<file path="src/rtl/icache_pkg.sv">
`default_nettype none
// ============================================================================
//  Module      : icache_pkg
//  Description : Shared constants and state encoding for the instruction-cache
//                refill controller (icache_refill) and its timeout counter
//                (refill_timer).
//  Contents    : ADDR_W          - default byte-address width
//                TIMEOUT_CYCLES  - default REFILL cycles before bus error
//                state_e         - controller state encoding
//                timer_width()   - counter width able to hold a given limit
//  Revision    : 1.0 - initial release
// ============================================================================
package icache_pkg;

  localparam int ADDR_W         = 20;
  localparam int TIMEOUT_CYCLES = 255;

  typedef enum logic [2:0] {
    S_IDLE   = 3'd0,
    S_RD     = 3'd1,
    S_LOOKUP = 3'd2,
    S_REFILL = 3'd3,
    S_FILL   = 3'd4,
    S_ERROR  = 3'd5
  } state_e;

  // Width needed so the counter can represent the value 'limit' itself.
  function automatic int timer_width(input int limit);
    return (limit < 1) ? 1 : $clog2(limit + 1);
  endfunction

endpackage
`default_nettype wire

</file>
<file path="src/rtl/refill_timer.sv">
`default_nettype none
// ============================================================================
//  Module      : refill_timer
//  Description : Counts REFILL cycles spent waiting for a memory acknowledge.
//                expired_o is high while the counter sits on its last value
//                before LIMIT, i.e. the current wait cycle is the LIMIT-th one.
//  Ports       : clk_i     - clock (rising edge)
//                rst_i     - synchronous active-high reset
//                clear_i   - load zero (has priority over en_i)
//                en_i      - count one cycle
//                expired_o - current cycle is the final allowed wait cycle
//  Revision    : 1.0 - initial release
// ============================================================================
module refill_timer
  import icache_pkg::*;
#(
  parameter int LIMIT = TIMEOUT_CYCLES
) (
  input  logic clk_i,
  input  logic rst_i,
  input  logic clear_i,
  input  logic en_i,
  output logic expired_o
);

  localparam int            CW   = timer_width(LIMIT);
  localparam logic [CW-1:0] LAST = CW'(LIMIT - 1);

  logic [CW-1:0] count_q;
  logic [CW-1:0] count_d;

  always_comb begin
    count_d = count_q;
    if (clear_i) begin
      count_d = '0;
    end else if (en_i) begin
      count_d = count_q + CW'(1);
    end
  end

  always_ff @(posedge clk_i) begin
    if (rst_i) begin
      count_q <= '0;
    end else begin
      count_q <= count_d;
    end
  end

  // Decoded from the register only, so the controller can use it without
  // forming a loop through its own enable logic.
  assign expired_o = (count_q == LAST);

endmodule
`default_nettype wire

</file>
<file path="src/rtl/icache_refill.sv">
`default_nettype none
// ============================================================================
//  Module      : icache_refill
//  Description : Instruction-fetch front end. Accepts a fetch address, looks
//                it up in the instruction cache, and on a miss reads the word
//                from main memory, writes it into the cache and forwards it
//                downstream in the same cycle. A memory that never answers
//                parks the block in a terminal bus-error state.
//  Ports       : CLK_cpu, RST                       - clock, sync reset
//                pc_valid/pc/pc_ready               - fetch request
//                icache_read_en/icache_read_addr    - cache lookup
//                icache_miss/icache_instr           - lookup result
//                icache_fetch/write_addr/write_data - cache line fill
//                mem_req/mem_addr/mem_ack/mem_rdata - memory read
//                instr_valid/instr/instr_addr       - downstream delivery
//                bus_err                            - sticky timeout flag
//  Revision    : 1.0 - initial release
// ============================================================================
module icache_refill #(
  parameter int ADDR_W         = icache_pkg::ADDR_W,
  parameter int TIMEOUT_CYCLES = icache_pkg::TIMEOUT_CYCLES
) (
  input  logic              CLK_cpu,
  input  logic              RST,
  input  logic              pc_valid,
  input  logic [ADDR_W-1:0] pc,
  output logic              pc_ready,
  output logic              icache_read_en,
  output logic [ADDR_W-1:0] icache_read_addr,
  input  logic              icache_miss,
  input  logic [31:0]       icache_instr,
  output logic              icache_fetch,
  output logic [ADDR_W-1:0] icache_write_addr,
  output logic [31:0]       icache_write_data,
  output logic              mem_req,
  output logic [ADDR_W-1:0] mem_addr,
  input  logic              mem_ack,
  input  logic [31:0]       mem_rdata,
  output logic              instr_valid,
  output logic [31:0]       instr,
  output logic [ADDR_W-1:0] instr_addr,
  output logic              bus_err
);

  import icache_pkg::*;

  state_e            state_q, state_d;
  logic [ADDR_W-1:0] addr_q, addr_d;

  // Every output is a register loaded from the next-state decode.
  logic              pc_ready_q,    pc_ready_d;
  logic              read_en_q,     read_en_d;
  logic [ADDR_W-1:0] read_addr_q,   read_addr_d;
  logic              fetch_q,       fetch_d;
  logic [ADDR_W-1:0] write_addr_q,  write_addr_d;
  logic [31:0]       write_data_q,  write_data_d;
  logic              mem_req_q,     mem_req_d;
  logic [ADDR_W-1:0] mem_addr_q,    mem_addr_d;
  logic              instr_valid_q, instr_valid_d;
  logic [31:0]       instr_q,       instr_d;
  logic [ADDR_W-1:0] instr_addr_q,  instr_addr_d;
  logic              bus_err_q,     bus_err_d;

  logic tmr_clear;
  logic tmr_en;
  logic tmr_expired;
  logic w_unused_pc_lsbs;

  // Fetches are word aligned; the byte offset is dropped on purpose.
  assign w_unused_pc_lsbs = ^pc[1:0];

  // Cleared while the lookup result is pending so a fresh count starts with
  // the first REFILL cycle; a cycle that carries the ack is not counted.
  assign tmr_clear = (state_q == S_LOOKUP);
  assign tmr_en    = (state_q == S_REFILL) && !mem_ack;

  refill_timer #(
    .LIMIT (TIMEOUT_CYCLES)
  ) u_refill_timer (
    .clk_i     (CLK_cpu),
    .rst_i     (RST),
    .clear_i   (tmr_clear),
    .en_i      (tmr_en),
    .expired_o (tmr_expired)
  );

  always_comb begin
    state_d       = state_q;
    addr_d        = addr_q;
    instr_valid_d = 1'b0;
    instr_d       = instr_q;
    instr_addr_d  = instr_addr_q;

    unique case (state_q)
      S_IDLE: begin
        // pc_ready_q is low in the first cycle out of reset, so nothing is
        // accepted before the handshake is actually advertised.
        if (pc_valid && pc_ready_q) begin
          addr_d  = {pc[ADDR_W-1:2], 2'b00};
          state_d = S_RD;
        end
      end
      S_RD: begin
        state_d = S_LOOKUP;
      end
      S_LOOKUP: begin
        if (icache_miss) begin
          state_d = S_REFILL;
        end else begin
          state_d       = S_IDLE;
          instr_valid_d = 1'b1;
          instr_d       = icache_instr;
          instr_addr_d  = addr_q;
        end
      end
      S_REFILL: begin
        // The ack is tested first so it wins on the final allowed cycle.
        if (mem_ack) begin
          state_d       = S_FILL;
          instr_valid_d = 1'b1;
          instr_d       = mem_rdata;
          instr_addr_d  = addr_q;
        end else if (tmr_expired) begin
          state_d = S_ERROR;
        end
      end
      S_FILL: begin
        state_d = S_IDLE;
      end
      S_ERROR: begin
        state_d = S_ERROR;
      end
      default: begin
        state_d = S_IDLE;
      end
    endcase

    pc_ready_d   = (state_d == S_IDLE);
    read_en_d    = (state_d == S_RD);
    read_addr_d  = (state_d == S_RD)     ? addr_d    : read_addr_q;
    mem_req_d    = (state_d == S_REFILL);
    mem_addr_d   = (state_d == S_REFILL) ? addr_q    : mem_addr_q;
    fetch_d      = (state_d == S_FILL);
    write_addr_d = (state_d == S_FILL)   ? addr_q    : write_addr_q;
    write_data_d = (state_d == S_FILL)   ? mem_rdata : write_data_q;
    bus_err_d    = bus_err_q | (state_d == S_ERROR);
  end

  always_ff @(posedge CLK_cpu) begin
    if (RST) begin
      state_q       <= S_IDLE;
      addr_q        <= '0;
      pc_ready_q    <= 1'b0;
      read_en_q     <= 1'b0;
      read_addr_q   <= '0;
      fetch_q       <= 1'b0;
      write_addr_q  <= '0;
      write_data_q  <= '0;
      mem_req_q     <= 1'b0;
      mem_addr_q    <= '0;
      instr_valid_q <= 1'b0;
      instr_q       <= '0;
      instr_addr_q  <= '0;
      bus_err_q     <= 1'b0;
    end else begin
      state_q       <= state_d;
      addr_q        <= addr_d;
      pc_ready_q    <= pc_ready_d;
      read_en_q     <= read_en_d;
      read_addr_q   <= read_addr_d;
      fetch_q       <= fetch_d;
      write_addr_q  <= write_addr_d;
      write_data_q  <= write_data_d;
      mem_req_q     <= mem_req_d;
      mem_addr_q    <= mem_addr_d;
      instr_valid_q <= instr_valid_d;
      instr_q       <= instr_d;
      instr_addr_q  <= instr_addr_d;
      bus_err_q     <= bus_err_d;
    end
  end

  assign pc_ready          = pc_ready_q;
  assign icache_read_en    = read_en_q;
  assign icache_read_addr  = read_addr_q;
  assign icache_fetch      = fetch_q;
  assign icache_write_addr = write_addr_q;
  assign icache_write_data = write_data_q;
  assign mem_req           = mem_req_q;
  assign mem_addr          = mem_addr_q;
  assign instr_valid       = instr_valid_q;
  assign instr             = instr_q;
  assign instr_addr        = instr_addr_q;
  assign bus_err           = bus_err_q;

endmodule
`default_nettype wire

</file>
<file path="config.mk">
export PLATFORM = sky130hd
export DESIGN_NAME = icache_refill
export DESIGN_NICKNAME = d
export VERILOG_FILES = /design/src/rtl/icache_pkg.sv /design/src/rtl/refill_timer.sv /design/src/rtl/icache_refill.sv
export SDC_FILE = /design/constraint.sdc
export NUM_CORES = 1
export LEC_CHECK = 0
export CAP_MARGIN = 30
export CORE_UTILIZATION = 42
export DETAILED_ROUTE_END_ITERATION = 8
export PLACE_DENSITY_LB_ADDON = 0.15
export RECOVER_POWER = 100
export SLEW_MARGIN = 5
export SYNTH_ARGS = -nofsm -noshare
export SYNTH_HDL_FRONTEND = slang
export SYNTH_HIERARCHICAL = 1
export SYNTH_SLANG_ARGS = --single-unit
</file>
<file path="constraint.sdc">
create_clock -name CLK_cpu -period 1.6 [get_ports CLK_cpu]
set_input_delay 0.24 -clock CLK_cpu [delete_from_list [all_inputs] [get_ports CLK_cpu]]
set_output_delay 0.24 -clock CLK_cpu [all_outputs]
set_load 0.005 [all_outputs]
</file>
==> results of run 1 <==
[Yosys cell counts, types with 2 or more instances]
| library cell | count |
|---|---|
| buf_1 | 5 |
| inv_1 | 3 |
| nor2_1 | 12 |
| o31ai_1 | 52 |
| nand4_1 | 23 |
| nor3b_1 | 4 |
| a211oi_1 | 33 |
| xor2_1 | 3 |
| a21oi_1 | 115 |
| ha_1 | 2 |
| clkbuf_1 | 51 |
| nand2_1 | 107 |
| buf_2 | 34 |
| or3_1 | 3 |
| dfxtp_1 | 181 |
| nor4bb_1 | 2 |
| o21ai_0 | 41 |
| a31oi_1 | 32 |
| nor3_1 | 3 |
| nor2b_1 | 2 |
| or2_2 | 2 |
| nand2b_1 | 44 |
| mux2i_1 | 20 |
| nand3b_1 | 33 |
| nand3_1 | 21 |
| buf_6 | 2 |
[cell families after synthesis]
logic type               Yosys count  synth area share, %
AND/OR/NAND/NOR                  264                 19.0
flip-flops                       181                 49.2
adder cells (fa/ha/maj)            2                0.340
AO/OA/AOI/OAI                    278                 22.5
buffers and inverters             97                 5.74
XOR/XNOR                           4                0.476
multiplexers                      20                 2.72
[routing by layer]
layer | track usage, % | wire length (um) | up-vias
met2 | 39.0 | 9990 | 209
met4 | 6.99 | 291 | 0
met3 | 6.49 | 1450 | 20
met5 | 0 | 0 | -
li1 | - | - | 3436
met1 | 30.3 | 9650 | 3283
[final cells by class]
cell class	instances	share of cell area [%]
Sequential cell	181	34.1
Inverter	4	0.141
Timing Repair Buffer	280	26.2
Tap cell	225	2.64
Multi-Input combinational cell	568	31.9
Clock inverter	12	0.916
Clock buffer	19	4.16
[repair_timing]
item | CTS | global route
resized for setup | 3 | 6
pin swaps | 0 | 0
setup endpoints to repair | 22 | 29
cloned | 0 | 0
setup buffers | 0 | 0
[through the flow]
stage	utilization (%)	power [mW]	setup slack [ns]	cell area [um2]
floorplan	-	5.21	0.00141	7400
global placement	58.7	5.75	-0.381	10100
detailed placement	58.7	5.75	-0.368	10100
CTS	61.9	9.62	-0.0742	10700
global route	61.8	9.86	-0.152	10700
finish	61.8	9.53	-0.0883	10700
[flip-flops by register name (all words and copies together), names as in the netlist]
name                    count
u_refill_timer/count_q      8
mem_req                     1
instr_addr                 20
addr_q                     20
pc_ready                    1
icache_write_data          32
icache_read_en              1
bus_err                     1
icache_write_addr          20
icache_read_addr           20
instr                      32
icache_fetch                1
state_q                     3
mem_addr                   20
instr_valid                 1
[power groups by stage]
| stage | combinational (mW) | clock, mW | sequential (mW) |
|---|---|---|---|
| floorplan | 0.464 | 0 | 4.75 |
| global placement | 0.989 | 0 | 4.76 |
| detailed placement | 0.992 | 0 | 4.76 |
| CTS | 0.995 | 3.97 | 4.66 |
| global route | 1.07 | 4.12 | 4.67 |
| finish | 0.990 | 3.88 | 4.66 |
[critical path, stage by stage, from the launching register on]
cell and delay, ns:
dfxtp_4 0.35, inv_2 0.04, ha_4 0.14, nand3_2 0.05, nor2_2 0.05, or3b_4 0.40
a21oi_4 0.16, buf_12 0.21, mux2i_1 0.21
[worst paths after layout]
path | slack, ns | depth (start not counted) | endpoint
setup / recovery | -0.09 | 8 | mem_addr[7]
hold / removal | 0.18 | 2 | icache_fetch
setup reg to reg | -0.09 | 8 | mem_addr[7]
hold reg to reg | 0.45 | 2 | bus_err
==> results.py, run 1 <==
metrics = {
    "place": {
        "post-dp-hpwl_um": 14400,
        "port_buffers": 236,
        "gp_congestion": 0.749,
        "placedCellCount": 1258,
    },
    "pwr": {
        "power.internal_mw": 7.15,
        "p_sw_mw": 2.38,
        "peakVddDrop_uv": 762,
        "p_seq_share_pct": 48.9,
        "comb_power_share_pct": 10.4,
        "powerDensity_mw_per_mm2": 894,
        "p_clk_share_pct": 40.7,
        "p_leak_nw": 3.43,
        "switching_share_pct": 25.0,
    },
    "flow_run": {
        "drv_cap": 0,
    },
    "floorplanning": {
        "ios": 239,
        "dieArea_mm2": 0.0181,
        "chipWidth_um": 134,
        "initial_core_util_pct": 42.7,
        "core_mm2": 0.0172,
        "dieHeight_um": 134,
        "rows": 48,
    },
    "final_layout": {
        "seqCellArea_mm2": 0.00363,
        "fillerInstances": 1525,
        "drive_gt1_share_pct": 8.93,
        "multiInputGateArea_mm2": 0.00340,
        "layout_commonest_cell": "clkdlybuf4s50_1",
        "final_cell_mix": "clkdlybuf4s50_1 (232), dfxtp_1 (178), a21oi_1 (115)",
        "fin_cells": 1289,
        "nNetsFinal": 1143,
        "area_delta_synth_final_pct": 44.7,
        "antenna_cells": 0,
    },
    "sta": {
        "slew_viol_final": 0,
        "fin_crit_sh_pct": 106,
        "fmax_ghz": 0.592,
        "layout_min_cycle_time_ns": 1.69,
        "finalWorstSetupSlack_ns": -0.0883,
        "rsz0062_at_grt": "true",
        "skew_ns": 0.0120,
        "fin_setup_tns_ns": -1.20,
        "finalSetupViolCount": 20,
        "hold_viol": 0,
        "tightest_slew_ns": 0.589,
        "hold_ws_ns": 0.183,
        "relSlewSlack_pct": 60.6,
    },
    "worst_setup_path": {
        "cp_max_fo": 20,
        "endpoint_kind": "flop",
        "start_kind": "flop",
        "crit_type": "flop to flop",
        "critPathRequiredTime_ns": 1.95,
        "crit_start": "u_refill_timer/count_q[0]",
        "crit_arrival_ns": 2.04,
        "r2r-start": "u_refill_timer/count_q[0]",
    },
    "synth": {
        "netlist_instances": 846,
        "synth_top_area_share_pct": 49.2,
        "yosysWarnings": 6,
        "synth_top_area_cell": "dfxtp_1",
        "avgSynthCellArea_um2": 8.71,
        "synthTopCellsByArea": "dfxtp_1 (49%), a21oi_1 (7.8%), nand2_1 (5.5%), o31ai_1 (5.3%), nand2b_1 (3.7%)",
        "ys.flop_type": "dfxtp_1",
        "synth.distinct_cells": 42,
        "synth_edf_count": 0,
        "synth.cell_area_mm2": 0.00737,
        "mappedNetlistNets": 937,
        "yosysSeqAreaShare_pct": 49.2,
        "ys_seq_elements": 181,
        "synth_async_sr_flop_share_pct": 0,
    },
    "clock_network": {
        "clock-sinks": 181,
        "cts_root_buf": "clkbuf_16",
        "h-tree-depth": 4,
        "clk_pin_slew_ns": 0.07,
        "clk_latency_ns": 0.43,
        "postCtsHoldBufs": 0,
        "cts_buffer_depth": 2,
        "cts_tree": "built",
        "cts_buffers": 17,
    },
    "drt": {
        "drcViolationCount": 0,
        "dr.pass1.iters": 5,
        "wirelength_um": 21400,
        "drt_iter0_markers": 383,
        "ant_nets": 0,
        "viasPerCell": 5.39,
        "post_drt_wl_per_cell_um": 16.6,
        "vias": 6948,
    },
    "global_route": {
        "grt_antenna_before_repair": 0,
        "grt_usage_pct": 23.7,
        "grt_start_max_net_pins": 65,
        "grt_pass1_wl_um": 34100,
        "gr-total-overflow": 0,
        "grt_pass1_vias": 6565,
    },
    "worst_hold_path": {
        "worstHoldStart": "RST",
        "hold_path_class": "input port to flop",
    },
    "status": {
        "status": "complete, but fails checks",
        "violations": "setup timing",
    },
}
Note: power is estimated with default switching activity, not from simulation.
==> run 2, diff against run 1 <==
Settings changed: CORE_UTILIZATION 42 to 50, CTS_CLUSTER_SIZE set to 28.
Clock period 1.6 ns to 2.2 ns, I/O delays scaled along.
==> results.py, run 2 (synthesis gave the netlist of run 1 again) <==
metrics = {
    "final_layout": {
        "layout_commonest_cell": "dfxtp_1",
        "drive_gt1_share_pct": 6.48,
        "area_delta_synth_final_pct": 41.6,
        "nNetsFinal": 1128,
        "fillerInstances": 1088,
        "final_core_util_pct": 73.8,
        "final_cell_mix": "dfxtp_1 (180), dlygate4sd3_1 (151), a21oi_1 (116)",
    },
    "clock_network": {
        "cts_resized": 0,
        "clk_pin_slew_ns": 0.07,
        "cts_tree": "built",
        "h-tree-depth": 4,
        "cts_buffer_depth": 2,
        "post_cts_buffers": 0,
        "clk_latency_ns": 0.43,
        "clock-sinks": 181,
        "postCtsHoldBufs": 0,
        "cts_buffers": 17,
        "cts_root_buf": "clkbuf_16",
    },
    "worst_setup_path": {
        "r2r-end": "mem_addr[7]",
        "r2r-start": "u_refill_timer/count_q[0]",
        "endpoint_kind": "flop",
        "crit_type": "input port to flop",
        "r2r_cells": 8,
        "start_kind": "input port",
        "critPathRequiredTime_ns": 2.56,
        "cp_max_fo": 32,
        "rrSetupSlack_ns": 0.31,
        "crit_arrival_ns": 2.32,
    },
    "floorplanning": {
        "chipWidth_um": 123,
        "dieArea_mm2": 0.0152,
        "ios": 239,
        "core_mm2": 0.0141,
        "rows": 43,
        "initial_core_util_pct": 52.1,
        "dieHeight_um": 123,
    },
    "sta": {
        "fin_setup_tns_ns": 0,
        "tightest_slew_ns": 0.723,
        "relSlewSlack_pct": 51.8,
        "layout_min_cycle_time_ns": 1.96,
        "finalSetupViolCount": 0,
        "hold_ws_ns": 0.414,
        "fin_crit_sh_pct": 89.2,
        "skew_ns": 0.00787,
        "finalWorstSetupSlack_ns": 0.237,
        "rsz0062_at_grt": "false",
        "hold_viol": 0,
        "fmax_ghz": 0.510,
        "slew_viol_final": 0,
    },
    "place": {
        "port_buffers": 236,
        "post-dp-hpwl_um": 13900,
        "gp_congestion": 0.773,
        "place_ws_ns": 0.0837,
    },
    "drt": {
        "post_drt_wl_per_cell_um": 17.3,
        "vias": 7057,
        "drt_iter0_markers": 599,
        "viasPerCell": 5.73,
        "ant_nets": 0,
        "drcViolationCount": 0,
        "dr.pass1.iters": 6,
        "wirelength_um": 21300,
    },
    "flow_run": {
        "drv_cap": 0,
    },
    "worst_hold_path": {
        "min_to": "pc_ready",
        "hold_path_class": "input port to flop",
        "worstHoldStart": "RST",
        "whs_path_depth": 2,
    },
    "global_route": {
        "gr-total-overflow": 0,
        "grt_usage_pct": 28.0,
        "grt_pass1_vias": 6402,
        "grt_start_max_net_pins": 112,
        "grt_antenna_before_repair": 1,
        "grt_pass1_wl_um": 33200,
    },
    "pwr": {
        "peakVddDrop_uv": 540,
        "power.internal_mw": 5.57,
        "p_clk_share_pct": 44.2,
        "comb_power_share_pct": 9.3,
        "p_leak_nw": 3.88,
        "p_seq_share_pct": 46.5,
        "switching_share_pct": 23.6,
        "p_sw_mw": 1.72,
        "powerDensity_mw_per_mm2": 698,
    },
    "status": {
        "status": "finished, final reports clean",
    },
}
-- run 2: changes by cell type in the layout (fill, tap and decap cells not counted), sizes merged --
cell,delta
diode,+1
clkdlybuf4s25,-1
inv,+2
buf,-20
clkdlybuf4s50,-148
clkinvlp,-1
dlygate4sd2,-1
clkinv,-4
clkbuf,+5
dlygate4sd3,+151
bufinv,+3
-- run 2: worst max-delay path by stage --
stage / start / cells past startpoint / endpoint
finish: mem_ack / 5 / icache_write_data[12]
global route: state_q[1] / 5 / instr[2]
CTS: u_refill_timer/count_q[0] / 8 / mem_addr[7]
detailed placement: mem_ack / 5 / instr[0]
global placement: mem_ack / 5 / instr[9]
floorplan: u_refill_timer/count_q[0] / 8 / mem_addr[0]
-- run 2: layer usage --
| layer | share of wire, % | track usage [%] | vias to the layer above |
|---|---|---|---|
| met4 | 1.5 | 7.91 | 0 |
| met2 | 46 | 44.9 | 285 |
| met3 | 8.9 | 9.36 | 22 |
| met1 | 43 | 35.8 | 3332 |
| met5 | 0 | 0 | - |
| li1 | - | - | 3418 |
-- run 2: critical path, stage by stage --
cell and delay (ns):
dlygate4sd3_1 0.69, and4b_1 0.50, clkbuf_4 0.52, nand2_1 0.13, a21oi_1 0.14
-- run 2: layout make-up --
type                       instances  area, um2  share of cell area (%)
sequential                       181       3620                    34.7
multi-input combinational        568       3340                    32.0
timing repair buffer             265       2600                    24.9
clock buffer                      20        467                    4.47
tap                              180        225                    2.16
clock inverter                    12        160                    1.53
inverter                           4       15.0                   0.144
antenna                            1       2.50                  0.0240
-- run 2: per-stage QoR --
| stage | instances | total power [mW] | area (um2) |
|---|---|---|---|
| floorplan | 846 | 3.79 | 7370 |
| global placement | 1198 | 4.15 | 9870 |
| detailed placement | 1198 | 4.16 | 9870 |
| CTS | 1230 | 7.35 | 10500 |
| global route | 1230 | 7.54 | 10400 |
| finish | 1231 | 7.29 | 10400 |
-- run 2: power by group through the flow --
stage               logic (mW)  registers (mW)  clock network [mW]
global placement         0.687            3.46                   0
CTS                      0.701            3.39                3.25
floorplan                0.336            3.45                   0
global route             0.733            3.40                3.41
finish                   0.678            3.39                3.22
detailed placement       0.697            3.47                   0
